===== src/rtl/sdrc_app_arb.sv =====
// Four-port request arbiter in front of the SDRAM controller application port.
// Grants one requester at a time and steers later data phases via owner-tag FIFOs.
module sdrc_app_arb #(
    parameter int APP_AW = 30,
    parameter int APP_DW = 32,
    parameter int APP_BW = 4,
    parameter int BL     = 9,
    parameter int TDEPTH = 4
) (
    input  logic                  sdram_clk,
    input  logic                  sdram_rst,
    input  logic                  cfg_arb_mode,
    input  logic [3:0]            p_req,
    input  logic [4*APP_AW-1:0]   p_req_addr,
    input  logic [4*BL-1:0]       p_req_len,
    input  logic [3:0]            p_req_wr_n,
    output logic [3:0]            p_req_ack,
    input  logic [4*APP_DW-1:0]   p_wr_data,
    input  logic [4*APP_BW-1:0]   p_wr_en_n,
    output logic [3:0]            p_wr_next,
    output logic [3:0]            p_rd_valid,
    output logic [3:0]            p_last_rd,
    output logic [APP_DW-1:0]     p_rd_data,
    output logic                  app_req,
    output logic [APP_AW-1:0]     app_req_addr,
    output logic [BL-1:0]         app_req_len,
    output logic                  app_req_wr_n,
    input  logic                  app_req_ack,
    output logic [APP_DW-1:0]     app_wr_data,
    output logic [APP_BW-1:0]     app_wr_en_n,
    input  logic                  app_wr_next_req,
    input  logic                  app_last_wr,
    input  logic                  app_rd_valid,
    input  logic                  app_last_rd,
    input  logic [APP_DW-1:0]     app_rd_data,
    output logic                  arb_busy,
    output logic                  err_orphan
);
    localparam int PW = $clog2(TDEPTH);
    localparam logic [PW:0] FULL = (PW+1)'(TDEPTH);

    typedef enum logic {S_IDLE, S_REQ} state_t;

    state_t              r_state, w_state_nxt;
    logic [1:0]          r_grant, r_last_grant, w_pick;
    logic                w_pick_vld, w_grant_ld, w_accept;
    logic [APP_AW-1:0]   r_addr;
    logic [BL-1:0]       r_len;
    logic                r_wr_n;
    logic [3:0]          w_elig;
    logic                r_err;

    logic [1:0]          r_wq [TDEPTH];
    logic [1:0]          r_rq [TDEPTH];
    logic [PW-1:0]       r_wq_wp, r_wq_rp, r_rq_wp, r_rq_rp;
    logic [PW:0]         r_wq_cnt, r_rq_cnt;
    logic                w_wq_empty, w_rq_empty;
    logic                w_wq_push, w_wq_pop, w_rq_push, w_rq_pop;
    logic [1:0]          w_wq_head, w_rq_head;

    assign w_wq_empty = (r_wq_cnt == '0);
    assign w_rq_empty = (r_rq_cnt == '0);
    assign w_wq_head  = r_wq[r_wq_rp];
    assign w_rq_head  = r_rq[r_rq_rp];

    // A port is only eligible if the tag FIFO for its direction has room.
    always_comb begin
        for (int i = 0; i < 4; i++) begin
            w_elig[i] = p_req[i] & (p_req_wr_n[i] ? (r_rq_cnt < FULL) : (r_wq_cnt < FULL));
        end
    end

    always_comb begin
        w_pick     = '0;
        w_pick_vld = 1'b0;
        if (cfg_arb_mode) begin
            for (int i = 3; i >= 0; i--) begin
                if (w_elig[i]) begin
                    w_pick     = 2'(i);
                    w_pick_vld = 1'b1;
                end
            end
        end else begin
            // Descending offset so the port nearest after last_grant is assigned last and wins.
            for (int k = 4; k >= 1; k--) begin
                if (w_elig[r_last_grant + 2'(k)]) begin
                    w_pick     = r_last_grant + 2'(k);
                    w_pick_vld = 1'b1;
                end
            end
        end
    end

    always_comb begin
        w_state_nxt = r_state;
        w_grant_ld  = 1'b0;
        w_accept    = 1'b0;
        case (r_state)
            S_IDLE: begin
                if (w_pick_vld) begin
                    w_grant_ld  = 1'b1;
                    w_state_nxt = S_REQ;
                end
            end
            S_REQ: begin
                if (app_req_ack) begin
                    w_accept    = 1'b1;
                    w_state_nxt = S_IDLE;
                end
            end
            default: w_state_nxt = S_IDLE;
        endcase
    end

    assign app_req      = (r_state == S_REQ);
    assign app_req_addr = r_addr;
    assign app_req_len  = r_len;
    assign app_req_wr_n = r_wr_n;
    assign p_req_ack    = w_accept ? (4'(1) << r_grant) : 4'b0;

    assign w_wq_push = w_accept & ~r_wr_n;
    assign w_rq_push = w_accept &  r_wr_n;
    assign w_wq_pop  = app_wr_next_req & app_last_wr & ~w_wq_empty;
    assign w_rq_pop  = app_rd_valid & app_last_rd & ~w_rq_empty;

    assign app_wr_data = w_wq_empty ? '0 : p_wr_data[w_wq_head*APP_DW +: APP_DW];
    assign app_wr_en_n = w_wq_empty ? '1 : p_wr_en_n[w_wq_head*APP_BW +: APP_BW];
    assign p_wr_next   = (app_wr_next_req & ~w_wq_empty) ? (4'(1) << w_wq_head) : 4'b0;
    assign p_rd_valid  = (app_rd_valid & ~w_rq_empty) ? (4'(1) << w_rq_head) : 4'b0;
    assign p_last_rd   = (app_last_rd & ~w_rq_empty) ? (4'(1) << w_rq_head) : 4'b0;
    assign p_rd_data   = app_rd_data;

    assign arb_busy   = (r_state == S_REQ) | ~w_wq_empty | ~w_rq_empty;
    assign err_orphan = r_err;

    always_ff @(posedge sdram_clk or posedge sdram_rst) begin
        if (sdram_rst) begin
            r_state      <= S_IDLE;
            r_grant      <= '0;
            r_last_grant <= 2'd3;
            r_addr       <= '0;
            r_len        <= '0;
            r_wr_n       <= 1'b0;
            r_err        <= 1'b0;
            r_wq_wp      <= '0;
            r_wq_rp      <= '0;
            r_wq_cnt     <= '0;
            r_rq_wp      <= '0;
            r_rq_rp      <= '0;
            r_rq_cnt     <= '0;
        end else begin
            r_state <= w_state_nxt;
            if (w_grant_ld) begin
                r_grant <= w_pick;
                r_addr  <= p_req_addr[w_pick*APP_AW +: APP_AW];
                r_len   <= p_req_len[w_pick*BL +: BL];
                r_wr_n  <= p_req_wr_n[w_pick];
            end
            if (w_accept) r_last_grant <= r_grant;
            if ((app_wr_next_req & w_wq_empty) | (app_rd_valid & w_rq_empty)) r_err <= 1'b1;

            if (w_wq_push) r_wq_wp <= r_wq_wp + 1'b1;
            if (w_wq_pop)  r_wq_rp <= r_wq_rp + 1'b1;
            if (w_wq_push & ~w_wq_pop)      r_wq_cnt <= r_wq_cnt + 1'b1;
            else if (~w_wq_push & w_wq_pop) r_wq_cnt <= r_wq_cnt - 1'b1;

            if (w_rq_push) r_rq_wp <= r_rq_wp + 1'b1;
            if (w_rq_pop)  r_rq_rp <= r_rq_rp + 1'b1;
            if (w_rq_push & ~w_rq_pop)      r_rq_cnt <= r_rq_cnt + 1'b1;
            else if (~w_rq_push & w_rq_pop) r_rq_cnt <= r_rq_cnt - 1'b1;
        end
    end

    // Tag storage holds no control state, so it is left out of reset.
    always_ff @(posedge sdram_clk) begin
        if (w_wq_push) r_wq[r_wq_wp] <= r_grant;
        if (w_rq_push) r_rq[r_rq_wp] <= r_grant;
    end
endmodule


===== config.mk =====
export PLATFORM = sky130hd
export DESIGN_NAME = sdrc_app_arb
export DESIGN_NICKNAME = d
export VERILOG_FILES = /design/src/rtl/sdrc_app_arb.sv
export SDC_FILE = /design/constraint.sdc
export NUM_CORES = 1
export LEC_CHECK = 0
export CORE_AREA = 4 4 183 185
export DETAILED_ROUTE_END_ITERATION = 12
export DIE_AREA = 0 0 187 189
export PLACE_DENSITY = 0.55
export SYNTH_ARGS = -nofsm -noshare
export SYNTH_HDL_FRONTEND = slang
export SYNTH_SLANG_ARGS = --single-unit

===== constraint.sdc =====
create_clock -name sdram_clk -period 2.54 [get_ports sdram_clk]
set_input_delay 0.508 -clock sdram_clk [delete_from_list [all_inputs] [get_ports sdram_clk]]
set_output_delay 0.508 -clock sdram_clk [all_outputs]
set_load 0.03 [all_outputs]

==> results.txt, run 1 <==
----------------------------------------------------
[Route]
  Drc violations ... 0
  Vias per Instance ... 4.60
  Pre-Repair DR Iteration Count ... 5
  DR WL/cell ... 21.8 um
  Wire length after detailed routing ... 31,200 um
  Vias after detailed routing ... approximately 6,600
  DRC violation total after the first TritonRoute iteration ... around 220
  Antenna-violating nets left ... 0

[Synth]
  Main combinational cell family by area after synthesis ... multiplexers
  Syn_nets ... 944
  Most instantiated flip-flop cell in the synthesis netlist ... sky130_fd_sc_hd__dfrtp_1
  Xor-xnor portion of the synthesized cell area ... 1.73%
  Netlist area before placement ... 6090 sq um
  Average cell area after synthesis ... ~10 sq um
  Post-synthesis share of cell area spent on full adders, half adders and majority gates ... 2.71%
  Yosys cell types ... 52
  Total of warnings raised by yosys ... 0
  Ys async rst share ... between 70% and 80%
  Syn Inst Count ... 584
  Count of state elements after synthesis ... 76
  Compound-Gate Fraction of Synth Area ... 19.3%
  Count of flip-flops with a built-in enable after synthesis ... 16
  Share of the yosys chip area belonging to registers ... 32.6%
  Synthesized-area fraction occupied by and/or/nand/nor cells ... 13.6%
  Multiplexer area fraction after synthesis ... about a fifth

[GRT]
  Wire length of the first global-routing pass ... 44,200 um
  Maximum number of pins on one net before global-route repair ... 61
  Global-route usage over all layers ... between 10% and 20%
  Via count of the first global-routing pass ... just under 7,000
  Number of antenna violations at the first check in global routing ... 4
  Grt ovf ... 0

[STA]
  Summed negative setup slack over all endpoints ... -15.72 ns
  Achievable Freq ... about 330 MHz
  Final worst-path setup slack ... -0.474 ns
  Unrepaired setup endpoints after global routing ... true
  Crit share post-route ... 119%
  Least-Margin Pin Slew ... roughly 0.43 ns
  Hold violation total from the final report ... 0
  Skew final ... slightly below 0.01 ns
  Relative slew slack ... 71.2%
  Fin Hold WS ... about 0.5 ns
  Final count of pins violating max slew ... 0
  Final setup violation count ... 40
  Minimum period implied by the final worst setup slack ... between 3 and 4 ns

[Cells and area]
  Final-stage net count ... about 1,400
  Most common cell after layout, fill and taps aside ... sky130_fd_sc_hd__clkdlybuf4s50_1
  Most frequent cells in the layout ... 351 x sky130_fd_sc_hd__clkdlybuf4s50_1, 67 x sky130_fd_sc_hd__buf_4, 55 x sky130_fd_sc_hd__dfrtp_1
  Cell area after layout ... between 10,000 and 15,000 sq um
  Share of post-route cells with drive strength above 1 ... between 20 and 30%
  Fillers ... ~3,200
  Synthesis-to-finish area growth ... 94.4%

[Power]
  Internal Power ... about 7.8 mW
  Sequential share of power ... about 16%
  Pwr per Cell Area ... between 1000 and 1500 nW/um^2
  LEAKAGE ... between 4 and 5 nW
  Net switching power ... 6.22 mW
  Pwr Total ... 14.0 mW
  Clk network pwr share ... a little under a tenth
  Switching share of total power ... roughly 44%
  Worst IR drop on VDD ... around 400 uV
  Combinational fraction of design power ... ~74%

[Critical path]
  Path type of the worst setup path ... flip-flop to output port
  Setup crit start kind ... flip-flop
  Delay of the slowest critical-path stage ... between 0.7 and 0.8 ns
  Kind of capture point of the worst setup path ... output port
  Levels on crit path ... 10
  Crit path buf inv count ... 5
  Library cell contributing the largest single delay on the critical path ... sky130_fd_sc_hd__mux4_4
  Critical path peak fanout ... 6
  Number of cell instances on the worst register-to-register path ... 9
  Series of cell instances along the critical path ... mux4_4 > buf_12 > buf_12 > buf_8 > buf_6 > mux2i_1 > nand2_1 > o21ai_1 > nand2_1 > buf_6
  Data required time of the critical path ... between 2 and 2.5 ns
  Kind of cell adding the most delay to the critical path ... multiplexers
  Worst EP arrival ... roughly 2.5 ns

[Run status]
  Failing checks ... setup timing
  Outcome ... finished, violations left

[Placement]
  Routability Congestion ... 0.832
  Detailed Place HPWL ... between 20,000 and 25,000 um
  Port-buffer cells ... 410
  Area post-placement ... around 11,000 sq um
  Pre-CTS WS ... -0.628 ns

[Hold path]
  Hold Crit Class ... primary input to asynchronous set/reset pin

[Die]
  Effective utilization at floorplan ... between 10% and 20%
  IO Pins ... between 400 and 500
  Die Y-Extent ... around 190 um
  Core Area ... roughly 32,000 sq um
  Row count ... between 60 and 70
  DIE WIDTH ... roughly 190 um
  Die outline area ... ~35,000 sq um

[CTS]
  CTS Root Cell ... sky130_fd_sc_hd__clkbuf_16
  Maximum clock path buffer count ... 2
  Clock transition time at the flip-flop clock pins of the worst setup and hold paths ... roughly 0.070 ns
  Number of buffers inserted during clock tree synthesis ... 9
  H-tree levels ... 3
  CTS tree ... yes
  Total number of clock tree sinks ... 76
  Clock insertion delay at the later pin of the skew report ... between 0.3 and 0.4 ns

[Flow run]
  Max-cap violations ... 0

----------------------------------------------------
-- state kept, by name, summed over array words and instances, names as in the netlist, 2 cells and up --
register and cells:
r_last_grant 2, r_wq 8, r_wq_wp 2, app_req_addr 30, r_wq_cnt 3, r_rq_wp 2, r_rq_rp 2, r_wq_rp 2
app_req_len 9, r_grant 2, r_rq_cnt 3, r_rq 8
-- synthesized netlist by cell type (5+ instances only) --
cell type / number / area (sq um)
sky130_fd_sc_hd__a2bb2oi_1: 12 / 105
sky130_fd_sc_hd__nand2_1: 26 / 97.6
sky130_fd_sc_hd__buf_2: 14 / 70.1
sky130_fd_sc_hd__nand3_1: 6 / 30.0
sky130_fd_sc_hd__a31oi_1: 13 / 81.3
sky130_fd_sc_hd__nand2b_1: 7 / 43.8
sky130_fd_sc_hd__nor3_1: 5 / 25.0
sky130_fd_sc_hd__a22oi_1: 24 / 180
sky130_fd_sc_hd__a311oi_1: 12 / 105
sky130_fd_sc_hd__edfxtp_1: 16 / 480
sky130_fd_sc_hd__nor3b_1: 14 / 105
sky130_fd_sc_hd__mux2i_1: 34 / 340
sky130_fd_sc_hd__xnor2_1: 9 / 78.8
sky130_fd_sc_hd__clkbuf_1: 25 / 93.8
sky130_fd_sc_hd__inv_1: 41 / 154
sky130_fd_sc_hd__and2_1: 41 / 257
sky130_fd_sc_hd__nor2_1: 45 / 169
sky130_fd_sc_hd__mux2_2: 6 / 67.6
sky130_fd_sc_hd__mux4_2: 36 / 811
sky130_fd_sc_hd__buf_4: 33 / 248
sky130_fd_sc_hd__ha_1: 10 / 125
sky130_fd_sc_hd__o221ai_1: 25 / 219
sky130_fd_sc_hd__o21ai_0: 11 / 55.1
sky130_fd_sc_hd__a22oi_2: 20 / 250
sky130_fd_sc_hd__dfrtp_1: 58 / 1450
-- layer usage --
metal	up-vias	global-route usage (%)	part of all wire, %
met2	347	30.2	51
met3	74	6.27	9.4
met5	-	0	0.15
met1	3118	17.4	36
met4	8	6.48	3.5
li1	3028	-	-
-- kinds of logic (layout without fill, tap and decap cells) --
logic type               after synthesis  count (layout)
AO/OA/AOI/OAI                        133             133
adder cells (fa/ha/maj)               12              12
XOR/XNOR                              12              12
other                                  0               1
AND/OR/NAND/NOR                      157             157
flip-flops                            76              76
buffers and inverters                117             554
multiplexers                          77              77
-- path summary, 6_finish.rpt --
check	start	end	slack, ns
setup / recovery	r_wq_rp[0]$_DFFE_PP0P_	app_wr_en_n[3]	-0.47
hold / removal	sdram_rst	app_req_len[0]$_DFFE_PP0P_	0.50
setup reg to reg	r_wq_cnt[2]$_DFFE_PP0P_	r_wq_cnt[2]$_DFFE_PP0P_	0.08
hold reg to reg	err_orphan$_DFFE_PP0P_	err_orphan$_DFFE_PP0P_	0.51
max in group asynchronous	sdram_rst	r_last_grant[0]$_DFFE_PP1N_	1.62
min in group sdram_clk	err_orphan$_DFFE_PP0P_	err_orphan$_DFFE_PP0P_	0.51
-- power by group through the flow --
| stage | clock network, mW | logic, mW | registers (mW) |
|---|---|---|---|
| 2_1_floorplan | 0 | 4.83 | 2.79 |
| 3_3_place_gp | 0 | 8.98 | 2.30 |
| 3_5_place_dp | 0 | 9.07 | 2.30 |
| 4_1_cts | 1.39 | 10.5 | 2.31 |
| 5_1_grt | 1.42 | 11.0 | 2.38 |
| 6_report | 1.33 | 10.4 | 2.31 |
-- stage by stage --
| step | cells | utilization [%] |
|---|---|---|
| finish | 1430 | 36.9 |
| global route | 1429 | 36.9 |
| CTS | 1423 | 36.7 |
| detailed placement | 1384 | 33.9 |
| global placement | 1384 | 33.9 |
| floorplan | 584 | - |
-- layout make-up --
type,instances,area [sq um],area share [%]
Clock inverter,7,63.8,0.539
Inverter,41,154,1.30
Sequential cell,76,1990,16.8
Multi-Input combinational cell,391,3740,31.6
Tap cell,408,510,4.31
Antenna cell,1,2.50,0.0211
Clock buffer,9,225,1.90
Timing Repair Buffer,497,5150,43.5
-- repair_timing --
| item | 4_1_cts | 5_1_grt |
|---|---|---|
| buffers inserted | 19 | 7 |
| pin swaps | 20 | 5 |
| hold buffers | 0 | 0 |
| gates cloned | 6 | 1 |
| endpoints found under the setup margin | 82 | 78 |
| resized for setup | 266 | 19 |
-- worst reg2reg max path, stage by stage, from the launching register on --
cell and delay (ns):
sky130_fd_sc_hd__dfrtp_2 0.48, sky130_fd_sc_hd__or3_1 0.44, sky130_fd_sc_hd__buf_12 0.19, sky130_fd_sc_hd__nand3_1 0.22, sky130_fd_sc_hd__ha_1 0.21, sky130_fd_sc_hd__inv_1 0.05
sky130_fd_sc_hd__fa_1 0.37, sky130_fd_sc_hd__xor2_1 0.17, sky130_fd_sc_hd__nor2_1 0.12, sky130_fd_sc_hd__xor2_1 0.15
(Power assumes the default switching activity.)
==> inputs of run 2 (changes only) <==
CTS_CLUSTER_SIZE = 30   (was default)
==> results of run 2 <==
Final layout, timing and power as in run 1 (identical DEF).
==> inputs of run 3 (changes only) <==
ABC_AREA = 1   (was default)
CORE_AREA = 4 4 185 187   (was 4 4 183 185)
DIE_AREA = 0 0 189 191   (was 0 0 187 189)
PLACE_DENSITY = 0.54   (was 0.55)
==> results.txt, run 3 <==
----------------------------------------------------
[Synth]
  Cell type with the highest aggregate area in the netlist ... sky130_fd_sc_hd__dfrtp_1
  Yosys cell types ... 36 (-31%)
  Leading cell types by count after synthesis ... 222 x sky130_fd_sc_hd__nand2_1, 147 x sky130_fd_sc_hd__inv_1, 117 x sky130_fd_sc_hd__nand3_1, 65 x sky130_fd_sc_hd__a22oi_1, 58 x sky130_fd_sc_hd__dfrtp_1
  Total of warnings raised by yosys ... 0 (unchanged)
  Leading cell types by total area after synthesis ... sky130_fd_sc_hd__dfrtp_1 23%, sky130_fd_sc_hd__nand2_1 13%, sky130_fd_sc_hd__nand3_1 9.5%
  Most instantiated flip-flop cell in the synthesis netlist ... sky130_fd_sc_hd__dfrtp_1
  Share of the yosys chip area belonging to registers ... 32.0% (-0.57 points)
  Average cell area after synthesis ... 6.85 sq um (-34%)
  Syn_nets ... 1,264 (+34%)
  Count of state elements after synthesis ... 76 (unchanged)
  Area fraction of the dominant cell type after synthesis ... 23.4% (-0.41 points)
  Count of flip-flops with a built-in enable after synthesis ... 16 (unchanged)
  Syn Inst Count ... 904 (+55%)
  Ys async rst share ... 78.9% (unchanged)
  Most numerous cell in the Yosys netlist ... sky130_fd_sc_hd__nand2_1
  Netlist area before placement ... 6190 sq um (+1.8%)

[Critical path]
  Worst EP arrival ... 2.22 ns (-0.29 ns)
  Most frequent cell on the critical path ... sky130_fd_sc_hd__buf_4
  Beginning of the worst register-to-register path ... r_last_grant[0]$_DFFE_PP1N_
  R2r endpoint ... app_req_len[2]$_DFFE_PP0P_
  Data required time of the critical path ... 2.03 ns (about the same)
  Path type of the worst setup path ... flip-flop to output port
  Critical path peak fanout ... 9 (+3)
  Kind of capture point of the worst setup path ... output port
  Setup slack on the worst flop-to-flop path ... 0.17 ns (+0.09 ns)
  Setup crit start kind ... flip-flop
  Series of cell instances along the critical path ... inv_4 > nand2_2 > a32oi_2 > inv_2 > buf_12 > nor2_4 > buf_4 > a22o_1 > a21oi_1 > nand3_1 > buf_4
  Library cell contributing the largest single delay on the critical path ... sky130_fd_sc_hd__dfrtp_2
  Delay of the slowest critical-path stage ... 0.45 ns (-0.27 ns)
  Number of cell instances on the worst register-to-register path ... 14 (+5)

[Placement]
  Pre-CTS WS ... -0.147 ns (+0.481 ns)
  Port-buffer cells ... 410 (unchanged)
  Area post-placement ... 10,900 sq um (+0.75%)
  Detailed Place HPWL ... 25,300 um (+4.1%)
  Routability Congestion ... 0.905 (+8.7%)

[STA]
  Skew final ... 0.0111 ns (+0.00116 ns)
  Fin Hold WS ... 0.442 ns (-0.0579 ns)
  Final count of pins violating max slew ... 0 (unchanged)
  Relative slew slack ... 69.9% (-1.2 points)
  Crit share post-route ... 107% (-11 points)
  Unrepaired setup endpoints after global routing ... true
  Least-Margin Pin Slew ... 0.451 ns (+0.0182 ns)
  Hold violation total from the final report ... 0 (unchanged)
  Summed negative setup slack over all endpoints ... -4.51 ns (+11.21 ns)
  Final worst-path setup slack ... -0.187 ns (+0.287 ns)
  Achievable Freq ... 367 MHz (+11%)
  Minimum period implied by the final worst setup slack ... 2.73 ns (-0.287 ns)
  Final setup violation count ... 36 (-10%)

[Cells and area]
  Most common cell after layout, fill and taps aside ... sky130_fd_sc_hd__clkdlybuf4s50_1
  Core Util, Final ... 37.4% (+0.49 points)
  Final-stage net count ... 1,690 (+23%)
  Cell area after layout ... 12,100 sq um (+2.6%)
  Synthesis-to-finish area growth ... 96.1%
  Share of post-route cells with drive strength above 1 ... 19.3% (-8.9 points)
  Most frequent cells in the layout ... 357 x sky130_fd_sc_hd__clkdlybuf4s50_1, 212 x sky130_fd_sc_hd__nand2_1, 143 x sky130_fd_sc_hd__inv_1
  Number of flip-flops under the largest register name ... 30 (unchanged)

[Route]
  Wire length after detailed routing ... 32,300 um (+3.4%)
  Vias after detailed routing ... 7,819 (+19%)
  DRC violation total after the first TritonRoute iteration ... 266 (+22%)
  Pre-Repair DR Iteration Count ... 5 (unchanged)
  Vias per Instance ... 4.39 (-4.6%)
  Antenna-violating nets left ... 0 (unchanged)
  Drc violations ... 0 (unchanged)
  DR WL/cell ... 18.1 um (-17%)

[CTS]
  Number of buffers inserted during clock tree synthesis ... 9 (unchanged)
  CTS Root Cell ... sky130_fd_sc_hd__clkbuf_16
  CTS tree ... yes
  Clock insertion delay at the later pin of the skew report ... 0.35 ns (about the same)
  H-tree levels ... 3 (unchanged)
  Total number of clock tree sinks ... 76 (unchanged)
  Maximum clock path buffer count ... 2 (unchanged)
  Clock transition time at the flip-flop clock pins of the worst setup and hold paths ... 0.07 ns (about the same)

[Flow run]
  Max-cap violations ... 0 (unchanged)

[GRT]
  Grt ovf ... 0 (unchanged)
  Number of antenna violations at the first check in global routing ... 8 (+4)
  Global-route usage over all layers ... 16.4% (-0.25 points)
  Maximum number of pins on one net before global-route repair ... 61 (unchanged)
  Wire length of the first global-routing pass ... 46,100 um (+4.4%)
  Via count of the first global-routing pass ... 7,897 (+14%)

[Run status]
  Outcome ... finished, violations left
  Failing checks ... setup timing

[Die]
  Effective utilization at floorplan ... 19.1% (+0.090 points)
  Core Area ... 32,500 sq um (+1.3%)
  IO Pins ... 475 (unchanged)
  Die Y-Extent ... 191 um (+1.1%)
  Die outline area ... 36,100 sq um (+2.1%)
  Row count ... 66 (unchanged)
  DIE WIDTH ... 189 um (+1.1%)

[Power]
  Pwr per Cell Area ... 1360 nW/um^2 (+15%)
  LEAKAGE ... 5.42 nW (+13%)
  Worst IR drop on VDD ... 870 uV (+120%)

[Hold path]
  Hold Crit Class ... primary input to asynchronous set/reset pin

----------------------------------------------------
run 3: cell types whose count changed in the layout (fill, tap and decap cells not counted), moves of 13 or more:
cell / previous run / this run
sky130_fd_sc_hd__a21oi_1: 1 / 14
sky130_fd_sc_hd__a21oi_2: 0 / 29
sky130_fd_sc_hd__a22oi_1: 23 / 39
sky130_fd_sc_hd__a31oi_1: 13 / 0
sky130_fd_sc_hd__and2_4: 33 / 0
sky130_fd_sc_hd__inv_1: 40 / 143
sky130_fd_sc_hd__mux2i_1: 30 / 0
sky130_fd_sc_hd__mux4_2: 35 / 0
sky130_fd_sc_hd__nand2_1: 24 / 212
sky130_fd_sc_hd__nand3_1: 6 / 114
sky130_fd_sc_hd__o211ai_1: 0 / 28
sky130_fd_sc_hd__o221ai_1: 24 / 0
run 3: cell families after synthesis:
kind of cell    after synthesis  synth area share, %
simple gates                421                 29.7
buf+inv                     232                 17.3
compound gates              152                 16.5
flops                        76                 32.0
fa+ha+maj                    12                 2.67
xor+xnor                      9                 1.39
mux                           2                0.364
run 3: routing by layer:
layer	GRT usage, %	vias to the layer above	wire [um]
li1	-	3782	-
met1	17.4	3574	11900
met2	29.2	397	16000
met3	5.11	66	2840
met4	8.32	0	1570
met5	0	-	0
run 3: layout make-up:
class	instances	area (sq um)
fillers	3368	20300
repair buffers	494	5170
inverters	152	578
multi-input cells	597	3540
diodes	6	15.0
clock inverters	7	76.3
clock buffers	9	225
well taps	442	553
flip-flops and latches	76	1990
run 3: worst max-delay path by stage:
stage | endpoint | startpoint | cells past startpoint | slack (ns)
global placement | app_req_addr[27]$_DFFE_PP0P_ | p_req_wr_n[1] | 16 | -0.13
global route | app_wr_data[9] | r_wq_rp[0]$_DFFE_PP0P_ | 11 | -0.32
floorplan | app_wr_data[10] | r_wq_rp[0]$_DFFE_PP0P_ | 8 | 0.07
detailed placement | app_req_addr[27]$_DFFE_PP0P_ | p_req_wr_n[3] | 16 | -0.15
CTS | app_wr_en_n[1] | r_wq_rp[0]$_DFFE_PP0P_ | 11 | -0.26
finish | app_wr_en_n[1] | r_wq_rp[0]$_DFFE_PP0P_ | 11 | -0.19
run 3: per-stage QoR:
stage	power (mW)	std cells
after floorplan	8.71	904
after global placement	13.0	1732
after detailed placement	13.1	1732
after CTS	15.6	1759
after global routing	17.7	1783
final	16.5	1783
run 3: repair_timing:
item	4_1_cts	5_1_grt
pin swaps	7	12
buffers inserted	9	10
setup endpoints to repair	36	57
cloned	2	8
gates resized for setup	58	49
hold buffers	0	0
run 3: worst max-delay path, delay by kind of cell, from the launching register on:
family	cells	cell delay [ns]
buffers and inverters	5	0.72
AOI/OAI and AO/OA	3	0.47
DFF	1	0.45
and+or+nand+nor	3	0.25
run 3: power breakdown:
part           switching [mW]  total, mW  leakage, nW  internal [mW]
Clock                   0.627       1.33        0.150          0.703
Combinational            7.12       12.9         4.41           5.76
Sequential              0.480       2.30        0.860           1.82
Total                    8.22       16.5         5.42           8.28
